--- src/rtl/arb_pkg.sv ---
// Shared types and constants for the round-robin lock arbiter.
package arb_pkg;

  localparam int OWNER_W = 3;
  localparam int WDOG_W  = 8;

  typedef enum logic [1:0] {
    HS_IDLE    = 2'd0,
    HS_REQUEST = 2'd1,
    HS_LOCK    = 2'd2,
    HS_RELEASE = 2'd3
  } hs_e;

  typedef enum logic [1:0] {
    FREE    = 2'd0,
    GRANT   = 2'd1,
    OWNED   = 2'd2,
    RECLAIM = 2'd3
  } arb_state_e;

  // Idle counts as leaving too: a requester that abandons the lock gives it back.
  function automatic logic isLeaving(input hs_e hs);
    return (hs == HS_RELEASE) || (hs == HS_IDLE);
  endfunction

endpackage

--- src/rtl/rr_select.sv ---
// Combinational round-robin picker: first requesting index after last_i, wrapping.
module rr_select
  import arb_pkg::*;
#(
  parameter int N_REQ = 4
) (
  input  logic [N_REQ-1:0]   req_i,
  input  logic [OWNER_W-1:0] last_i,
  output logic               valid_o,
  output logic [OWNER_W-1:0] idx_o
);

  always_comb begin
    valid_o = 1'b0;
    idx_o   = '0;
    for (int i = 1; i <= N_REQ; i++) begin
      for (int j = 0; j < N_REQ; j++) begin
        if (!valid_o && req_i[j] && (j == ((int'(last_i) + i) % N_REQ))) begin
          valid_o = 1'b1;
          idx_o   = OWNER_W'(j);
        end
      end
    end
  end

endmodule

--- src/rtl/lock_arbiter_rr.sv ---
// Round-robin lock arbiter with handshake FSM; define LOCK_WATCHDOG_EN to
// build the ownership watchdog that force-revokes long-held locks.
module lock_arbiter_rr
  import arb_pkg::*;
#(
  parameter int N_REQ    = 4,
  parameter int WDOG_MAX = 15
) (
  input  logic                 clk,
  input  logic                 rst,
  input  logic [2*N_REQ-1:0]   req_state,
  output logic [N_REQ-1:0]     ack,
  output logic [N_REQ-1:0]     revoke,
  output logic [OWNER_W-1:0]   owner,
  output logic                 busy,
  output logic                 wdog_err
);

  if (N_REQ < 2 || N_REQ > 8 || WDOG_MAX < 1 || WDOG_MAX > 255) begin : gBadParams
    $error("lock_arbiter_rr: parameter out of range");
  end

  arb_state_e         state_q, state_d;
  logic [OWNER_W-1:0] owner_q, owner_d;
  logic [OWNER_W-1:0] last_owner_q, last_owner_d;
  logic [N_REQ-1:0]   ack_q, ack_d;

  logic [N_REQ-1:0]   reqVec;
  hs_e                ownerHs;
  logic               ownerLeaving;
  logic               selValid;
  logic [OWNER_W-1:0] selIdx;
  logic               expire;

  function automatic logic [N_REQ-1:0] oneHot(input logic [OWNER_W-1:0] idx);
    logic [N_REQ-1:0] v;
    v = '0;
    for (int j = 0; j < N_REQ; j++) v[j] = (OWNER_W'(j) == idx);
    return v;
  endfunction

  always_comb begin
    reqVec  = '0;
    ownerHs = HS_IDLE;
    for (int j = 0; j < N_REQ; j++) begin
      reqVec[j] = (req_state[2*j +: 2] == HS_REQUEST);
      if (OWNER_W'(j) == owner_q) ownerHs = hs_e'(req_state[2*j +: 2]);
    end
    ownerLeaving = isLeaving(ownerHs);
  end

  rr_select #(.N_REQ(N_REQ)) uSelect (
    .req_i  (reqVec),
    .last_i (last_owner_q),
    .valid_o(selValid),
    .idx_o  (selIdx)
  );

  always_ff @(posedge clk or posedge rst) begin
    if (rst) begin
      state_q      <= FREE;
      owner_q      <= '0;
      last_owner_q <= OWNER_W'(N_REQ - 1);
      ack_q        <= '0;
    end else begin
      state_q      <= state_d;
      owner_q      <= owner_d;
      last_owner_q <= last_owner_d;
      ack_q        <= ack_d;
    end
  end

  always_comb begin
    state_d = state_q;
    case (state_q)
      FREE:    if (selValid) state_d = GRANT;
      GRANT:   state_d = OWNED;
      OWNED:   if (ownerLeaving || expire) state_d = RECLAIM;
      RECLAIM: state_d = FREE;
      default: state_d = FREE;
    endcase
  end

  // ack is computed one cycle early so it is a clean register during GRANT.
  always_comb begin
    owner_d      = owner_q;
    last_owner_d = last_owner_q;
    ack_d        = '0;
    if (state_q == FREE && selValid) begin
      owner_d = selIdx;
      ack_d   = oneHot(selIdx);
    end
    if (state_q == RECLAIM) last_owner_d = owner_q;
  end

  assign ack   = ack_q;
  assign owner = owner_q;
  assign busy  = (state_q == GRANT) || (state_q == OWNED);

`ifdef LOCK_WATCHDOG_EN
  logic [WDOG_W-1:0] wdog_cnt_q, wdog_cnt_d;
  logic [N_REQ-1:0]  revoke_q, revoke_d;
  logic              wdog_err_q, wdog_err_d;
  logic              forceRevoke;

  // A release arriving in the expiry cycle wins: no revoke, no error.
  always_comb begin
    expire      = (state_q == OWNED) && ({1'b0, wdog_cnt_q} == 9'(WDOG_MAX - 1));
    forceRevoke = expire && !ownerLeaving;
    wdog_cnt_d  = wdog_cnt_q;
    if (state_q == GRANT)      wdog_cnt_d = '0;
    else if (state_q == OWNED) wdog_cnt_d = wdog_cnt_q + 1'b1;
    revoke_d   = forceRevoke ? oneHot(owner_q) : '0;
    wdog_err_d = wdog_err_q | forceRevoke;
  end

  always_ff @(posedge clk or posedge rst) begin
    if (rst) begin
      wdog_cnt_q <= '0;
      revoke_q   <= '0;
      wdog_err_q <= 1'b0;
    end else begin
      wdog_cnt_q <= wdog_cnt_d;
      revoke_q   <= revoke_d;
      wdog_err_q <= wdog_err_d;
    end
  end

  assign revoke   = revoke_q;
  assign wdog_err = wdog_err_q;
`else
  assign expire   = 1'b0;
  assign revoke   = '0;
  assign wdog_err = 1'b0;
`endif

endmodule

--- config.mk ---
export PLATFORM = sky130hd
export DESIGN_NAME = lock_arbiter_rr
export DESIGN_NICKNAME = d
export VERILOG_FILES = /design/src/rtl/arb_pkg.sv /design/src/rtl/rr_select.sv /design/src/rtl/lock_arbiter_rr.sv
export SDC_FILE = /design/constraint.sdc
export NUM_CORES = 1
export LEC_CHECK = 0
export CAP_MARGIN = 20
export CELL_PAD_IN_SITES_DETAIL_PLACEMENT = 0
export CELL_PAD_IN_SITES_GLOBAL_PLACEMENT = 1
export CORE_UTILIZATION = 35
export CTS_BUF_LIST = sky130_fd_sc_hd__clkbuf_8
export DETAILED_ROUTE_END_ITERATION = 16
export MAX_ROUTING_LAYER = met4
export PLACE_DENSITY_LB_ADDON = 0.15
export SYNTH_ARGS = -nofsm -noshare
export SYNTH_HDL_FRONTEND = slang
export SYNTH_HIERARCHICAL = 1
export SYNTH_SLANG_ARGS = --single-unit
export TNS_END_PERCENT = 30
--- constraint.sdc ---
create_clock -name clk -period 2.75 [get_ports clk]
set_input_delay 0.55 -clock clk [delete_from_list [all_inputs] [get_ports clk]]
set_output_delay 0.55 -clock clk [all_outputs]
set_load 0.01 [all_outputs]
==> results of run 1 <==
==> sequential cells by signal (all words and copies together) (netlist names) <==
signal / flops
state_q: 2
ack: 4
last_owner_q: 2
owner: 3
==> per-layer routing <==
metal / part of all wire / GRT usage / vias to the layer above
met2: 0.46 / 0.216 / 13
li1: - / - / 283
met5: 0 / - / -
met1: 0.50 / 0.189 / 262
met3: 0.045 / 0.0679 / 0
met4: 0 / 0 / 0
==> worst max path at each step <==
stage / start / to / slack [ns] / depth (start not counted)
global route: req_state[2] / ack[1] / 0.49 / 5
CTS: state_q[1] / busy / 0.63 / 3
global placement: req_state[2] / ack[3] / 0.48 / 5
detailed placement: req_state[2] / ack[3] / 0.48 / 5
floorplan: req_state[6] / state_q[1] / 1.16 / 6
finish: state_q[1] / busy / 0.64 / 3
==> power breakdown <==
group	total [mW]	switching, mW	internal (mW)
combinational	0.418	0.188	0.229
clock	0.152	0.0543	0.0974
sequential	0.295	0.0640	0.231
total	0.865	0.307	0.558
==> per-stage QoR <==
stage,instances,cell area [um^2]
global placement,116,913
finish,120,958
CTS,120,958
detailed placement,116,913
global route,120,958
floorplan,78,754
==> cells in the final DEF (no fill, tap or decap), drive strengths merged <==
cell	n
a21o	1
a21oi	1
a311o	1
and2b	2
clkbuf	3
clkdlybuf4s50	17
conb	6
dfrtp	9
dfstp	2
ha	4
inv	5
mux2	5
mux2i	1
nand2	3
nand2b	2
nand3	2
nand3b	1
nor2	4
nor2b	6
nor3	1
nor4	1
nor4b	2
nor4bb	1
o211ai	1
o21a	1
o21ai	4
o22ai	1
o311ai	1
o41a	1
xnor2	4
==> final cells by class <==
type | instances | area [um^2] | share of cell area
Sequential cell | 11 | 278 | 0.290
Timing Repair Buffer | 17 | 170 | 0.178
Clock buffer | 3 | 41.3 | 0.0431
Clock inverter | 1 | 3.75 | 0.00392
Inverter | 4 | 15.0 | 0.0157
Tap cell | 27 | 33.8 | 0.0352
Multi-Input combinational cell | 57 | 417 | 0.435
==> worst max-delay path, delay by kind of cell, from the launching register on <==
family,cells,cell delay (ns)
adder cells (fa/ha/maj),1,0.30
buffers and inverters,2,0.61
flip-flops,1,0.41
==> impl_results.md, run 1 <==
- Placed wire-length estimate: 1070 um
- Max incr delay on CP: 0.53 ns
- Clock skew: 0.00188 ns
- Vias in the first global route: 515
- FF-to-FF setup slack: 1.32 ns
- DR pass1 iterations: 4
- WL per Instance: 11.1 um
- Max-cap violations: 0
- Num CTS Buffers: 3
- CP Launch Type: flop
- CTS tree: yes
- CP max FO: 5
- GR Overflow Total: 0
- R2r endpoint: ack[2]
- Worst hold path class: reg -> reg
- Hold-fix buffers, CTS: 0
- Die H: 48.0 um
- Max IR drop VDD: 0.000525 V
- ANT nets after route: 0
- Fmax: 0.475 GHz
- Core ar.: 1980 um^2
- Slew @ Worst Pin: 0.533 ns
- Critical setup path kind: reg -> out
- Initial antenna violation count: 0
- Later-pin clock latency in the skew report: 0.23 ns
- # DRC: 0
- Final period utilization: 0.766
- Vias: 558
- Hold path depth: 1
- HP Start: owner[2]
- Leak: 0.408 nW
- Post-CTS sizing: 0
- Pwr dens: 902 nW/um^2
- Width of the die: 48.0 um
- CP Data Arrival Time: 1.56 ns
- Max stage delay cell, worst path: clkdlybuf4s50_1
- Yosys warns: 6
- WHS: 0.530 ns
- Relative slew slack: 0.639
- Reg-to-Reg Start: last_owner_q[0]
- Gpl congestion: 0.809
- Clock buffer depth: 2
- DP Worst Slack: 0.478 ns
- Clock Sinks: 11
- Clock-pin slew on the worst setup and hold paths: 0.05 ns
- Final Hold Fails: 0
- Ports: 23
- Max Slew Vio Count: 0
- Initial drt markers: 3
- RSZ-0062 raised after global routing: no
- Post-CTS Setup Inserts: 0
- Total Nets Final: 108
- Worst r2r path cells: 4
- Die area: 2300 um^2
- Setup TNS: 0 ns
- CP Data Required Time: 2.20 ns
- Synthesized area: 739 um^2
- Hold endpoint: owner[2]
- Cells after Synth: 74
- Setup WS post-layout: 0.645 ns
- Setup violations, final: 0
- PortBufs: 17
- Syn-to-layout area delta: 29.6%
- Vias per cell: 4.65
- Global-route wire length before repair: 2160 um
- Filler Cells Inserted: 183
- Cell Chain, Critical Path: inv_1 > ha_1 > clkdlybuf4s50_1
- Status: completed
- WL final: 1330 um
- CTS H-tree depth: 1
- Largest net degree at the start of global routing: 12
- Crit path capture type: output pin
- Final Critical Period: 2.11 ns
- Avg Inst Size Synth: 9.99 um^2
- Initial core utilization: 0.373
- Root buffer cell: clkbuf_8
- Layout cell share with drive strength beyond 1: 0.108
- Gr usage total: 0.144
- # diodes: 0
- Finished Core Util: 0.484
- Design Power: 0.865 mW
- Placement row count: 16
No activity file was read; power rests on OpenSTA's default activity.
==> run 2: changes to the inputs <==
- CORE_UTILIZATION: 35 -> 33
- clock period: 2.75 -> 1.7 ns (I/O delays scaled with it)
==> run 2 against run 1 <==
  * Power rose by 82%
  * First-iteration DRC count rose by 33%
  * Global-route usage fell by 0.26 points
  * Critical path type is now in -> reg
==> impl_results.md, run 2 (synthesis gave the netlist of run 1 again) <==
- Largest net degree at the start of global routing: 12
- Global-route wire length before repair: 2520 um
- Met3 Track Usage GR: 0.0561
- WL per Instance: 12.5 um
- Total Nets Final: 121
- Final Hold Fails: 0
- Max IR drop VDD: 0.000945 V
- Max incr delay on CP: 0.49 ns
- Initial drt markers: 4
- Die H: 49.3 um
- CP Data Arrival Time: 1.85 ns
- Placement row count: 16
- GR Overflow Total: 0
- Max stage delay cell, worst path: clkdlybuf4s50_1
- Ports: 23
- RSZ-0062 raised after global routing: yes
- Initial antenna violation count: 0
- Cell Chain, Critical Path: clkdlybuf4s50_1 > nor2b_4 > nor2_1 > nand2_1 > and2b_4 > o41a_1 > o211ai_2
- Met1 global-route usage: 0.177
- CP Data Required Time: 1.86 ns
- Final Critical Period: 1.69 ns
- Core ar.: 2040 um^2
- Filler Cells Inserted: 188
- Root buffer cell: clkbuf_8
- Busiest grt layer: met2
- CP Launch Type: input port
- Layout cell share with drive strength beyond 1: 0.330
- Fmax: 0.593 GHz
- Met2 Resource Use GR: 0.221
- Vias: 629
- Gr usage total: 0.142
- Later-pin clock latency in the skew report: 0.24 ns
- Vias per cell: 4.73
- CTS tree: yes
- # diodes: 0
- Initial core utilization: 0.362
- WL final: 1660 um
- Syn-to-layout area delta: 55.8%
- Finished Core Util: 0.564
- Vias in the first global route: 598
- Gpl congestion: 0.798
- Register Area: 278 um^2
- Clock Sinks: 11
- Die area: 2430 um^2
- Most frequent cells in the layout: 13 x buf_4, 12 x clkdlybuf4s50_1, 9 x dfrtp_1
- Commonest non-fill, non-tap cell in the layout: buf_4
- DR pass1 iterations: 3
- Hold-fix buffers, CTS: 0
- PortBufs: 17
- # DRC: 0
- Final period utilization: 0.991
- CP max FO: 5
- Clock skew: 0.00223 ns
- Area occupied by multi-input gates: 504 um^2
- Flip-flop count of the largest register after layout: 4
- Pwr dens: 1370 nW/um^2
- Clock-pin slew on the worst setup and hold paths: 0.05 ns
- Max-cap violations: 0
- Width of the die: 49.3 um
- Crit path capture type: flop
- DP Worst Slack: -0.348 ns
- Placed wire-length estimate: 1220 um
- CTS H-tree depth: 1
- Clock buffer depth: 2
- ANT nets after route: 0
- Leak: 0.544 nW
- Critical setup path kind: in -> reg
- Setup WS post-layout: 0.0146 ns
- Setup violations, final: 0
- Status: completed
- Worst hold path class: in -> async
- Post-CTS Setup Inserts: 0
- Max Slew Vio Count: 0
- Num CTS Buffers: 3
[run 2: changes by cell type in the layout (fill, tap and decap cells not counted), moves of 2 or more]
cell,before,now
clkdlybuf4s50_1,17,12
dlymetal6s2s_1,0,4
buf_4,0,13
nor4b_1,2,0
nor2b_4,0,4
nor2b_1,5,1
[run 2: metrics by stage]
stage          setup TNS (ns)  area, um^2  std cells  power [mW]  hold slack [ns]
2_1_floorplan               0         754         78       0.919            0.191
3_3_place_gp            -2.38        1010        129        1.26            0.523
3_5_place_dp            -2.41        1010        129        1.26            0.519
4_1_cts                -0.150        1070        133        1.51            0.407
5_1_grt                -0.123        1150        133        1.69            0.439
6_report                    0        1150        133        1.58            0.400
[run 2: layout make-up]
type	count	share of cell area
multi-input cells	57	0.438
flip-flops and latches	11	0.241
inverters	4	0.0130
clock buffers	3	0.0358
clock inverters	1	0.00326
well taps	27	0.0293
repair buffers	30	0.240
[run 2: worst max-delay path, delay by kind of cell]
kind | cells | cell delay [ns]
buf+inv | 1 | 0.49
compound gates | 2 | 0.44
simple gates | 4 | 0.58
[run 2: timing repair]
action	4_1_cts	5_1_grt
endpoints found under the setup margin	7	7
pin swaps	0	6
gates resized for setup	5	18
endpoints found under the hold margin	0	0
[run 2: metal layers]
metal,vias up,part of all wire
met1,303,0.46
met4,0,0.0036
met2,11,0.50
met3,3,0.040
met5,-,0
li1,312,-
[run 2: path summary, 6_finish.rpt]
path	slack [ns]	end	depth (start not counted)	from
setup / recovery	0.01	state_q[1]	7	req_state[4]
hold / removal	0.40	owner[2]	2	rst
setup reg to reg	0.26	state_q[1]	6	state_q[0]
hold reg to reg	0.54	owner[2]	1	owner[2]
max in group asynchronous	0.97	last_owner_q[1]	2	rst
min in group clk	0.54	owner[2]	1	owner[2]
[run 2: report_power, final]
part           internal [mW]  total (mW)  switching [mW]
registers              0.375       0.451          0.0757
logic                  0.468       0.874           0.407
clock network          0.158       0.250          0.0919
total                   1.00        1.58           0.574
